===== config.mk =====
export PLATFORM = sky130hd
export DESIGN_NAME = coin_accumulator
export DESIGN_NICKNAME = d
export VERILOG_FILES = /design/src/rtl/coin_accumulator.sv
export SDC_FILE = /design/constraint.sdc
export NUM_CORES = 1
export LEC_CHECK = 0
export BUFFER_PORTS_ARGS = -buffer_cell sky130_fd_sc_hd__clkbuf_2
export CORE_MARGIN = 3
export CORE_UTILIZATION = 59
export CTS_BUF_LIST = sky130_fd_sc_hd__clkbuf_4
export DETAILED_ROUTE_END_ITERATION = 12
export GPL_TIMING_DRIVEN = 0
export PLACE_DENSITY = 0.84
export SETUP_SLACK_MARGIN = 0.2
export SYNTH_ARGS = -nofsm -noshare
export SYNTH_HDL_FRONTEND = slang
export SYNTH_SLANG_ARGS = --single-unit

===== constraint.sdc =====
create_clock -name clk -period 6.3 [get_ports clk]
set_input_delay 0.315 -clock clk [delete_from_list [all_inputs] [get_ports clk]]
set_output_delay 0.315 -clock clk [all_outputs]
set_load 0.005 [all_outputs]

===== src/rtl/coin_accumulator.sv =====
// coin_accumulator
// Credit accumulator for a coin-operated vending front end. Rising edges on
// the three debounced coin lines add 1, 2 or 5 units of credit (capped at
// 99). A purchase request subtracts the price when enough credit is present.
// A refund request pays back all credit one unit at a time, as one
// change_pulse high cycle followed by one low cycle per unit.
//
// Ports
//   clk           system clock, all state changes on its rising edge
//   reset         synchronous, active-high
//   COIN1/2/5     debounced coin levels; each rising edge is one coin
//   buy_req       purchase request, with price (7-bit unsigned units)
//   refund_req    request return of all credit
//   credit        current credit 0..99, with BCD digits credit_tens/ones
//   buy_ok        one-cycle pulse, purchase accepted
//   buy_fail      one-cycle pulse, purchase refused
//   coin_reject   one-cycle pulse, a coin edge was not credited
//   change_pulse  high for one cycle per returned unit
//   refund_done   one-cycle pulse when a refund completes
//   busy          high while a refund is being paid out
module coin_accumulator (
  input  logic       clk,
  input  logic       reset,
  input  logic       COIN1,
  input  logic       COIN2,
  input  logic       COIN5,
  input  logic       buy_req,
  input  logic [6:0] price,
  input  logic       refund_req,
  output logic [6:0] credit,
  output logic [3:0] credit_tens,
  output logic [3:0] credit_ones,
  output logic       buy_ok,
  output logic       buy_fail,
  output logic       coin_reject,
  output logic       change_pulse,
  output logic       refund_done,
  output logic       busy
);

  typedef enum logic [1:0] {
    IDLE   = 2'd0,
    PAY_HI = 2'd1,
    PAY_LO = 2'd2
  } state_t;

  state_t     state;
  state_t     state_next;
  logic [6:0] credit_next;
  logic       buy_ok_next;
  logic       buy_fail_next;
  logic       coin_reject_next;
  logic       refund_done_next;

  logic       coin1_prev;
  logic       coin2_prev;
  logic       coin5_prev;
  logic       edge1;
  logic       edge2;
  logic       edge5;
  logic       any_edge;
  logic       multi_edge;
  logic [6:0] coin_value;
  logic [7:0] coin_sum;

  // Edge detection and coin valuation. Only the most valuable coin of a
  // simultaneous group is considered; the sum is one bit wider than credit
  // so the cap at 99 can be tested without wrap-around.
  always_comb begin
    edge1      = COIN1 & ~coin1_prev;
    edge2      = COIN2 & ~coin2_prev;
    edge5      = COIN5 & ~coin5_prev;
    any_edge   = edge1 | edge2 | edge5;
    multi_edge = (edge5 & (edge2 | edge1)) | (edge2 & edge1);
    coin_value = 7'd0;
    if (edge5) begin
      coin_value = 7'd5;
    end else if (edge2) begin
      coin_value = 7'd2;
    end else if (edge1) begin
      coin_value = 7'd1;
    end
    coin_sum = {1'b0, credit} + {1'b0, coin_value};
  end

  // Next-state and next-output logic. In IDLE a purchase outranks a refund,
  // which outranks coins; any coin edge that loses that arbitration, or that
  // arrives during a refund, is rejected. During a refund every unit takes a
  // PAY_HI cycle (the pulse) and a PAY_LO cycle (the gap); credit drops on
  // the PAY_HI -> PAY_LO edge, so PAY_LO sees the already-reduced value.
  always_comb begin
    state_next       = state;
    credit_next      = credit;
    buy_ok_next      = 1'b0;
    buy_fail_next    = 1'b0;
    coin_reject_next = 1'b0;
    refund_done_next = 1'b0;
    case (state)
      IDLE: begin
        if (buy_req) begin
          coin_reject_next = any_edge;
          if (price <= credit) begin
            credit_next = credit - price;
            buy_ok_next = 1'b1;
          end else begin
            buy_fail_next = 1'b1;
          end
        end else if (refund_req) begin
          coin_reject_next = any_edge;
          if (credit != 7'd0) begin
            state_next = PAY_HI;
          end else begin
            refund_done_next = 1'b1;
          end
        end else if (any_edge) begin
          if (coin_sum > 8'd99) begin
            coin_reject_next = 1'b1;
          end else begin
            credit_next      = coin_sum[6:0];
            coin_reject_next = multi_edge;
          end
        end
      end
      PAY_HI: begin
        state_next       = PAY_LO;
        credit_next      = credit - 7'd1;
        buy_fail_next    = buy_req;
        coin_reject_next = any_edge;
      end
      PAY_LO: begin
        buy_fail_next    = buy_req;
        coin_reject_next = any_edge;
        if (credit != 7'd0) begin
          state_next = PAY_HI;
        end else begin
          state_next       = IDLE;
          refund_done_next = 1'b1;
        end
      end
      default: begin
        state_next = IDLE;
      end
    endcase
  end

  // State, credit and pulse registers. Reset loads the previous-coin
  // registers with the live coin levels so a coin held through reset does
  // not look like a fresh edge afterwards; it also aborts a refund silently.
  always_ff @(posedge clk) begin
    if (reset) begin
      state       <= IDLE;
      credit      <= 7'd0;
      buy_ok      <= 1'b0;
      buy_fail    <= 1'b0;
      coin_reject <= 1'b0;
      refund_done <= 1'b0;
    end else begin
      state       <= state_next;
      credit      <= credit_next;
      buy_ok      <= buy_ok_next;
      buy_fail    <= buy_fail_next;
      coin_reject <= coin_reject_next;
      refund_done <= refund_done_next;
    end
    coin1_prev <= COIN1;
    coin2_prev <= COIN2;
    coin5_prev <= COIN5;
  end

  // Outputs decoded directly from registers, so they change with the state.
  always_comb begin
    change_pulse = (state == PAY_HI);
    busy         = (state != IDLE);
    credit_tens  = 4'(credit / 7'd10);
    credit_ones  = 4'(credit % 7'd10);
  end

endmodule


# After elaboration in Yosys (flattened, before gate mapping)
# Cells that the tools add are included.
# totals
wordCells,73
input_bits,14
reg_bits,16
# classes
reduce_logical,8
mux,27
bitwise,13
addsub,3
eq_ne,9
magnitude_cmp,2
div,2
# ops
operator,count
$mux 7,5
$pmux 7 s2,1
$mux 1,12
$ne 3x3->1 const B,4
$add 7x7->8,1
$gt 8x7->1 const B,1
$mux 2,4
$div 7x4->7 const B,1
$le 7x7->1,1
$mod 7x4->7 const B,1
$reduce_bool 7->1,1
$sub 7x1->7 const B,1
$sub 7x7->7,1
$ne 2x2->1 const B,3
$pmux 1 s2,3
$pmux 2 s3,1
$and 1x1->1,5
$not 1->1,5
$reduce_and 5->1,1
$reduce_bool 2->1,2
$mux 3,1
$or 1x1->1,3
$reduce_and 3->1,1
$reduce_or 3->1,1
4 further kinds,4

# Longest topological paths before layout
# Gate-level depths: netlist of run 1.
# depth
word_depth,12
depth_mapped,13
mapped_depth_nobuf,11

# Worst setup path before layout of run 1
# No wires, ideal clock.
# synth_timing
path_kind,register -> output
start,register credit[2]
end,output credit_ones[1]
stages_incl_launch_ff,13
arrival_ps,2424
slack_ps,3561
path_buffers,3
cell_sequence,dfxtp_1 -> buf_2 -> clkbuf_1 -> nor2_1 -> a32oi_1 -> o21a_1 -> ha_1 -> clkbuf_1 -> a21oi_1 -> o2111ai_1 -> o21ai_0 -> o21bai_1 -> xnor2_1
# synth_between
elab_chain_len,1
# synth_lines
item,line_no,text
from (decl),30,"output logic [6:0] credit,"
from (signal assigned),159,credit <= credit_next;
$mod 7x4->7,175,credit_ones = 4'(credit % 7'd10);
to (decl),32,"output logic [3:0] credit_ones,"
# No other way between the ends.

# Worst setup path in the final report of run 1
# Same ends and word-level chain as after synthesis.

==> flow_summary.json, run 1 <==
{
  "antenna_found_initial": 0,
  "yosys-mux-area-fraction": 0.0259,
  "postSynthCellCount": 271,
  "power.leakage_uw": 0.000953,
  "cp_max_fo": 10,
  "fin_tns_setup_ns": 0,
  "yosys_warnings": 0,
  "critPathKind": "reg -> out",
  "synth_top_family_by_area": "compound AO/OA/AOI/OAI gates",
  "met2WireLength_mm": 2.37,
  "ys_ff_latch": 16,
  "layout_min_cycle_time_ns": 3.66,
  "hp-class": "in -> reg",
  "critPathCaptureType": "output port",
  "hpwl_mm": 4.10,
  "yosys.area_share.xor_xnor": 0.0531,
  "setup_viol": 0,
  "whs_path_depth": 1,
  "drv_slew": 0,
  "drc": 0,
  "fmax_ghz": 0.273,
  "dp.cells": 348,
  "ir_drop_uv": 306,
  "cpPeakStageDelay_ns": 0.45,
  "ff2ff_setup_slack_ns": 3.31,
  "status": "finished clean",
  "std_cell_rows": 20,
  "critical_path_arrival_ns": 3.34,
  "synthAdderAreaFrac": 0.134,
  "syn_avg_cell_area_um2": 7.30,
  "io_buffers": 33,
  "ff2ff_path_depth": 13,
  "hold_viol": 0,
  "postRouteAntennaNets": 0,
  "firstDrtPassIters": 5,
  "grt_pass1_vias": 1962,
  "start_util": 0.633,
  "timing.rr.start": "coin2_prev",
  "grt_overflow_total": 0,
  "vias": 2176,
  "clock_latency_ns": 0.29,
  "routed-wl-met3_um": 444,
  "track_usage": 0.263,
  "post-route-period-util": 0.581,
  "power.density_nw_per_um2": 488,
  "cts_tree": "yes",
  "place_congestion": 0.950,
  "skew_ns": 0.00250,
  "cts_resized": 0,
  "synth_edf_count": 0,
  "post_cts_buffers": 0,
  "grt_pass1_wl_mm": 8.85,
  "tightest_slew_ns": 0.558,
  "dieArea_um2": 4090,
  "synth_cell_types": 54,
  "drt-total-wl_mm": 5.26,
  "wl_met1_mm": 2.33,
  "top_layer_used": "met4",
  "synth_nets": 305,
  "relSlewSlack": 0.628,
  "synth_top_flop_cell": "dfxtp_1",
  "cp-startpoint": "credit[2]",
  "crit_path_cell_trace": "buf_2 > clkbuf_1 > o21ai_0 > a22oi_1 > o21a_1 > ha_1 > clkbuf_1 > a21oi_1 > o2111ai_1 > o21ai_0 > o21bai_1 > xnor2_1 > clkbuf_2",
  "n_antenna_cell": 0,
  "wl_per_cell_um": 14.9,
  "pin_count": 35,
  "seq_area_frac_synth": 0.162,
  "hold_buffers": 0,
  "grt_max_degree": 11,
  "async_flop_share": 0,
  "synth_compound_area_frac": 0.307,
  "area_growth_syn_to_layout_pct": 12.5,
  "netlist_area_um2": 1980,
  "cap_violations": 0,
  "final_layout_size_suffix_gt1_frac": 0.162,
  "clk_path_buf_depth": 2,
  "worst_path_max_delay_cell": "dfxtp_1",
  "clkTransAtPathRegs_ns": 0.10,
  "rr_endpoint": "credit[2]",
  "final_cells": 352,
  "drt_iter0_markers": 180,
  "synthSimpleGateAreaFrac": 0.234,
  "ctsRootBufferMaster": "clkbuf_4",
  "crit_path_end": "credit_ones[1]",
  "ctsHtreeMaxLevel": 1,
  "fin_nets": 343,
  "core-area_um2": 3130,
  "start_kind": "register",
  "cts_sinks": 16,
  "dieHeight_um": 63.9,
  "vias_per_cell": 6.18,
  "numCtsBuffers": 3,
  "crit_required_ns": 5.98,
  "rsz0062_at_grt": "false",
  "die_w_um": 63.9
}
per-stage QoR:
stage          utilization  worst slack [ns]  cell area [um2]  hold WS (ns)  total power (uW)
6_report             0.712              2.64             2230         0.137              1090
5_1_grt              0.712              2.24             2230         0.121              1200
4_1_cts              0.712              2.69             2230         0.133              1070
3_5_place_dp         0.703              3.03             2200         0.438              1010
3_3_place_gp         0.703              3.09             2200         0.435               997
2_1_floorplan            -              3.56             1980         0.343               794
cells in the final DEF (no fill, tap or decap), drive strengths merged, types with 3 or more instances in the layout:
master,netlist,routed
buf,7,7
nor4,5,5
nor2,30,30
ha,18,18
nor3,8,8
a31oi,5,5
a21oi,16,16
o22ai,3,3
nand3,6,6
inv,20,20
dfxtp,16,16
nand2,12,12
clkbuf,13,49
o21a,3,3
o21ai,22,22
o311ai,3,3
nand4b,4,4
xnor2,12,12
a211oi,7,7
nor2b,4,4
mux2i,4,4
nand2b,12,12
area by class of cell:
cell class,count,area (um2)
multi-input combinational,215,1490
timing repair buffer,33,165
clock inverter,1,3.75
inverter,20,75.1
buffer,20,92.6
fill,276,902
sequential,16,320
clock buffer,3,22.5
tap,44,55.1
critical path, delay by kind of cell, from the launching register on:
family | cells | cell delay [ns]
compound gates | 7 | 1.21
xor+xnor | 1 | 0.13
flops | 1 | 0.45
buf+inv | 4 | 1.12
fa+ha+maj | 1 | 0.15
registers in the layout, indices dropped and copies added (netlist names):
signal       cells
coin5_prev       1
coin_reject      1
buy_fail         1
credit           7
state            2
refund_done      1
buy_ok           1
coin1_prev       1
coin2_prev       1
routing by layer:
metal | vias to the layer above | track usage
met2 | 101 | 0.431
met1 | 986 | 0.361
li1 | 1077 | -
met3 | 12 | 0.0299
met5 | - | 0
met4 | 0 | 0.0755
synthesized netlist by cell type, types with 3 or more instances:
master | instances | area share
a211oi_1 | 5 | 0.019
a21oi_1 | 15 | 0.038
a31oi_1 | 5 | 0.016
buf_4 | 4 | 0.015
clkbuf_1 | 13 | 0.025
dfxtp_1 | 16 | 0.16
ha_1 | 18 | 0.11
inv_1 | 20 | 0.038
mux2i_1 | 4 | 0.020
nand2_1 | 11 | 0.021
nand2b_1 | 12 | 0.038
nand3_1 | 6 | 0.015
nand4b_1 | 4 | 0.018
nor2_1 | 30 | 0.057
nor2b_1 | 4 | 0.013
nor3_1 | 8 | 0.020
nor4_1 | 5 | 0.016
o21a_1 | 3 | 0.011
o21ai_0 | 22 | 0.056
o22ai_1 | 3 | 0.0095
o311ai_1 | 3 | 0.013
xnor2_1 | 12 | 0.053
cell families (layout without fill, tap and decap cells):
logic type,count (synthesis),in the layout
buffers and inverters,40,77
muxes,5,5
DFF,16,16
AOI/OAI and AO/OA,88,88
adders and majority gates,20,20
and+or+nand+nor,90,90
xor gates and xnor gates,12,12
where the power goes:
group	total (uW)	leakage (uW)	internal [uW]	switching [uW]
clock	58.5	0.0000154	23.0	35.5
sequential	166	0.000132	130	36.1
combinational	862	0.000805	363	499
how the worst min path moves through the flow:
stage	start	end	slack, ns
3_5_place_dp	COIN1	coin1_prev	0.44
2_1_floorplan	COIN1	coin1_prev	0.34
5_1_grt	COIN1	coin1_prev	0.12
4_1_cts	COIN1	coin1_prev	0.13
3_3_place_gp	COIN5	coin5_prev	0.43
6_report	COIN1	coin1_prev	0.14
Power figures use the tool's default switching activity.
==> inputs of run 2 (changes only) <==
--- a/config.mk
+++ b/config.mk
@@ -7,11 +7,11 @@
 export LEC_CHECK = 0
 export BUFFER_PORTS_ARGS = -buffer_cell sky130_fd_sc_hd__clkbuf_2
 export CORE_MARGIN = 3
-export CORE_UTILIZATION = 59
+export CORE_UTILIZATION = 53
 export CTS_BUF_LIST = sky130_fd_sc_hd__clkbuf_4
 export DETAILED_ROUTE_END_ITERATION = 12
 export GPL_TIMING_DRIVEN = 0
-export PLACE_DENSITY = 0.84
+export PLACE_DENSITY = 0.79
 export SETUP_SLACK_MARGIN = 0.2
 export SYNTH_ARGS = -nofsm -noshare
 export SYNTH_HDL_FRONTEND = slang
==> constraint.sdc (replaced) <==
create_clock -name clk -period 3.2 [get_ports clk]
set_input_delay 0.16 -clock clk [delete_from_list [all_inputs] [get_ports clk]]
set_output_delay 0.16 -clock clk [all_outputs]
set_load 0.005 [all_outputs]
==> run 2 against run 1 <==
Power increased by 110%. Final cell count increased by 2.3%. Clock power increased by 110%. Hold slack improved by 0.11 ns. Critical path depth unchanged. Clock skew about the same. Combinational power increased by 110%. Sequential power increased by 100%. Wire length increased by 9.3%.
==> flow_summary.json, run 2 (synthesized netlist as in run 1, its figures left out) <==
{
  "worst_path_max_delay_cell": "dfxtp_1",
  "fin_nets": 349,
  "mostFrequentLayoutCells": "clkbuf_2, nor2_1, inv_1",
  "grt_max_degree": 11,
  "drc": 0,
  "layout_commonest_cell": "clkbuf_2",
  "critPathCaptureType": "output port",
  "largest_reg_flops": 7,
  "hp-class": "in -> reg",
  "crit_path_cell_trace": "buf_4 > nand2b_4 > o21ai_1 > a22oi_1 > o21a_1 > ha_1 > buf_4 > a21oi_1 > o2111ai_1 > o21ai_1 > o21bai_2 > xnor2_1 > clkbuf_2",
  "wl_per_cell_um": 16.0,
  "hold_viol": 0,
  "power_frac_comb": 0.801,
  "n_antenna_cell": 0,
  "clock_latency_ns": 0.30,
  "cap_violations": 0,
  "tightest_slew_ns": 0.546,
  "place_congestion": 0.999,
  "drv_slew": 0,
  "power.leakage_uw": 0.00104,
  "vias": 2234,
  "antenna_found_initial": 0,
  "dieHeight_um": 67.1,
  "rsz0062_at_grt": "true",
  "skew_ns": 0.00290,
  "drt-total-wl_mm": 5.74,
  "clockPowerShare": 0.052,
  "fmax_ghz": 0.353,
  "power_frac_seq": 0.147,
  "ctsHtreeMaxLevel": 1,
  "grt_overflow_total": 0,
  "cp_max_fo": 10,
  "switching_power_uw": 1200,
  "status": "finished clean",
  "final_area_um2": 2390,
  "track_usage": 0.273,
  "drt_iter0_markers": 279,
  "ctsRootBufferMaster": "clkbuf_4",
  "hpwl_mm": 4.21,
  "ir_drop_uv": 485,
  "p_int_uw": 1110,
  "grt_pass1_wl_mm": 9.49,
  "numCtsBuffers": 3,
  "core-area_um2": 3470,
  "num-fill-cells": 303,
  "setup_viol": 0,
  "pin_count": 35,
  "clkTransAtPathRegs_ns": 0.10,
  "grt_pass1_vias": 2066,
  "layout_min_cycle_time_ns": 2.83,
  "cts_sinks": 16,
  "switching_share": 0.521,
  "clk_path_buf_depth": 2,
  "cts_tree": "yes",
  "vias_per_cell": 6.21,
  "top_regs": "credit: 7 flops, state: 2 flops",
  "crit_required_ns": 3.04,
  "die_w_um": 67.1,
  "fin_tns_setup_ns": 0,
  "final_layout_size_suffix_gt1_frac": 0.226,
  "critPathKind": "reg -> out",
  "cpPeakStageDelay_ns": 0.38,
  "dieArea_um2": 4500,
  "start_kind": "register",
  "firstDrtPassIters": 5,
  "postRouteAntennaNets": 0,
  "io_buffers": 33,
  "critical_path_arrival_ns": 2.67,
  "area_growth_syn_to_layout_pct": 21.0,
  "post-route-period-util": 0.885,
  "top_register": "credit",
  "power.density_nw_per_um2": 964,
  "start_util": 0.571,
  "placed_area_um2": 2200,
  "relSlewSlack": 0.636,
  "std_cell_rows": 21
}
-- run 2: changes by cell type in the layout (fill, tap and decap cells not counted), sizes merged --
cell         previous run  this run
buf                     7        12
clkbuf                 49        47
dlygate4sd3             0         3
-- run 2: power groups by stage --
stage          sequential (uW)  clock [uW]  combinational (uW)
3_5_place_dp               333           0                1670
2_1_floorplan              318           0                1250
6_report                   340         120                1850
4_1_cts                    329         120                1700
5_1_grt                    348         125                2080
3_3_place_gp               331           0                1640
-- run 2: final cells by class --
| class | instances | area, um2 | share of cell area |
|---|---|---|---|
| plain buffers | 20 | 120 | 0.0502 |
| clock buffers | 3 | 22.5 | 0.00940 |
| clock inverters | 1 | 3.75 | 0.00157 |
| inverters | 20 | 75.1 | 0.0313 |
| multi-input cells | 215 | 1570 | 0.656 |
| flip-flops and latches | 16 | 327 | 0.136 |
| well taps | 46 | 57.6 | 0.0240 |
| repair buffers | 39 | 218 | 0.0909 |
-- run 2: repair_timing --
item                                    4_1_cts  5_1_grt
endpoints found under the setup margin        8       11
gates resized for setup                       8       33
pin swaps                                     0        5
hold buffers                                  3        0
setup buffers                                 0        3
endpoints found under the hold margin         3        0
-- run 2: per-layer routing --
| metal | part of all wire | routed length [um] | vias to the layer above | GRT usage |
|---|---|---|---|---|
| met2 | 0.47 | 2700 | 109 | 0.465 |
| met3 | 0.070 | 403 | 17 | 0.0405 |
| met1 | 0.44 | 2550 | 1021 | 0.355 |
| li1 | - | - | 1087 | - |
| met5 | 0 | 0 | - | 0 |
| met4 | 0.016 | 93 | 0 | 0.0759 |
-- run 2: stage by stage --
stage	hold WS, ns	utilization	cells	total power, uW	worst slack, ns
final	0.246	0.690	360	2310	0.367
after global routing	0.266	0.690	360	2550	0.155
after CTS	0.232	0.655	357	2150	0.151
after detailed placement	0.282	0.635	350	2000	0.0413
after global placement	0.281	0.635	350	1970	0.129
after floorplan	0.188	-	271	1560	0.608
-- run 2: path summary, 6_finish.rpt --
| kind | from | end | slack, ns | depth (start not counted) |
|---|---|---|---|---|
| worst min register to register | state[0] | state[0] | 0.56 | 2 |
| worst max register to register | coin5_prev | credit[0] | 0.38 | 12 |
| worst max-delay path | credit[4] | credit_ones[1] | 0.37 | 13 |
| worst min-delay path | refund_req | refund_done | 0.25 | 3 |
-- run 2: critical path, delay by kind of cell, from the launching register on --
family,cells,cell delay [ns]
compound gates,7,1.03
fa+ha+maj,1,0.16
simple gates,1,0.16
xor+xnor,1,0.15
buf+inv,3,0.48
flops,1,0.38
==> inputs of run 3 (changes only) <==
--- a/config.mk
+++ b/config.mk
@@ -12,7 +12,7 @@
 export DETAILED_ROUTE_END_ITERATION = 12
 export GPL_TIMING_DRIVEN = 0
 export PLACE_DENSITY = 0.79
-export SETUP_SLACK_MARGIN = 0.2
+export SETUP_SLACK_MARGIN = 0.5
 export SYNTH_ARGS = -nofsm -noshare
 export SYNTH_HDL_FRONTEND = slang
 export SYNTH_SLANG_ARGS = --single-unit
==> run 3 against run 2 <==
Sequential share of layout area decreased by 1.9 points. Die area unchanged. Wire length up 35%. Design area grew 18%. Register-to-register slack better by 0.05 ns. Clock power grew 3%. First-iteration DRC count up 5.0%. Non-clock buffer count up 23. Global-route usage rose by 2.5 points. Flip-flop and latch count stayed put. Worst setup slack gained 0.034 ns. Highest routed layer unchanged.
==> flow_summary.json, run 3 (synthesized netlist as in run 1, its figures left out) <==
{
  "status": "finished clean",
  "power.density_nw_per_um2": 1110,
  "start_kind": "register",
  "critPathKind": "reg -> out",
  "ctsRootBufferMaster": "clkbuf_4",
  "firstDrtPassIters": 6,
  "top_regs": "credit: 7 flops, state: 2 flops",
  "critical_path_arrival_ns": 2.64,
  "grt_pass1_vias": 2194,
  "wl_per_cell_um": 20.2,
  "n_antenna_cell": 0,
  "clkTransAtPathRegs_ns": 0.12,
  "std_cell_rows": 21,
  "clk_path_buf_depth": 2,
  "vias": 2653,
  "ctsHtreeMaxLevel": 1,
  "dieHeight_um": 67.1,
  "crit_required_ns": 3.04,
  "die_w_um": 67.1,
  "mostFrequentLayoutCells": "clkbuf_2, nor2_1, buf_4",
  "relSlewSlack": 0.580,
  "clock_latency_ns": 0.31,
  "fin_nets": 372,
  "setup_viol": 0,
  "tightest_slew_ns": 0.624,
  "cap_violations": 0,
  "skew_ns": 0.0123,
  "fmax_ghz": 0.357,
  "start_util": 0.571,
  "pin_count": 35,
  "largest_reg_flops": 7,
  "antenna_found_initial": 0,
  "grt_pass1_wl_mm": 10.4,
  "ir_drop_uv": 599,
  "critPathCaptureType": "output port",
  "drt_iter0_markers": 293,
  "top_register": "credit",
  "drc": 0,
  "rsz0062_at_grt": "true",
  "drv_slew": 0,
  "core-area_um2": 3470,
  "vias_per_cell": 6.93,
  "grt_overflow_total": 0,
  "grt_max_degree": 11,
  "numCtsBuffers": 3,
  "place_congestion": 0.999,
  "area_growth_syn_to_layout_pct": 43.2,
  "layout_min_cycle_time_ns": 2.80,
  "power.leakage_uw": 0.00124,
  "final_cells": 383,
  "cts_sinks": 16,
  "io_buffers": 33,
  "layout_commonest_cell": "clkbuf_2",
  "drt-total-wl_mm": 7.75,
  "dp.cells": 350,
  "dieArea_um2": 4500,
  "num-fill-cells": 215,
  "hold_viol": 0,
  "cts_tree": "yes",
  "final_layout_size_suffix_gt1_frac": 0.377,
  "fin_tns_setup_ns": 0,
  "track_usage": 0.298,
  "hpwl_mm": 4.21,
  "post-route-period-util": 0.875,
  "cp_max_fo": 10,
  "postRouteAntennaNets": 0,
  "hp-class": "in -> reg"
}
==> run 3: per-stage QoR <==
step                      total power, uW  area [um2]  utilization  hold slack [ns]  worst slack (ns)
after detailed placement             2000        2200        0.635            0.282            0.0413
after global routing                 3350        2840        0.817          0.00949             0.299
after CTS                            2400        2480        0.715          0.00249             0.481
after floorplan                      1560        1980            -            0.188             0.608
final                                3140        2840        0.817          0.00180             0.401
after global placement               1970        2200        0.635            0.281             0.129
==> run 3: power by group <==
group	switching [uW]	total (uW)	internal [uW]	leakage, uW
combinational	1410	2660	1250	0.00109
clock	78.1	124	45.6	0.0000154
sequential	87.9	353	265	0.000134
==> run 3: layout make-up <==
cell class | instances | area [um2] | area share
buffer | 20 | 159 | 0.0560
clock buffer | 3 | 22.5 | 0.00794
clock inverter | 1 | 3.75 | 0.00132
inverter | 20 | 75.1 | 0.0265
multi-input combinational | 215 | 1770 | 0.625
sequential | 16 | 333 | 0.117
tap | 46 | 57.6 | 0.0203
timing repair buffer | 62 | 413 | 0.146
==> run 3: routing by layer <==
layer	vias up	track usage	wire, um
li1	1138	-	-
met2	243	0.510	3630
met1	1186	0.387	2740
met3	86	0.0405	868
met5	-	0	0
met4	0	0.0810	515
==> run 3: worst max-delay path: stages, from the launching register on <==
cell and delay [ns]:
dfxtp_2 0.46, buf_6 0.19, clkbuf_2 0.25, o21a_1 0.24
ha_4 0.18, buf_8 0.13, a21oi_4 0.06, o2111ai_2 0.23
o21ai_2 0.12, o21bai_4 0.20, xnor2_2 0.13, buf_2 0.13
==> run 3: final timing paths <==
check | from | end | slack, ns | depth (start not counted)
max reg2reg | coin1_prev | credit[5] | 0.43 | 13
max | credit[6] | credit_ones[1] | 0.40 | 11
min reg2reg | state[0] | state[0] | 0.56 | 2
min | COIN5 | coin5_prev | 0.002 | 1
==> run 3: what timing repair did <==
| item | CTS | global route |
|---|---|---|
| endpoints found under the hold margin | 2 | 0 |
| setup buffers | 10 | 15 |
| setup endpoints to repair | 12 | 11 |
| resized for setup | 45 | 51 |
| cloned | 0 | 2 |
| hold buffers | 2 | 0 |
| pin swaps | 7 | 17 |
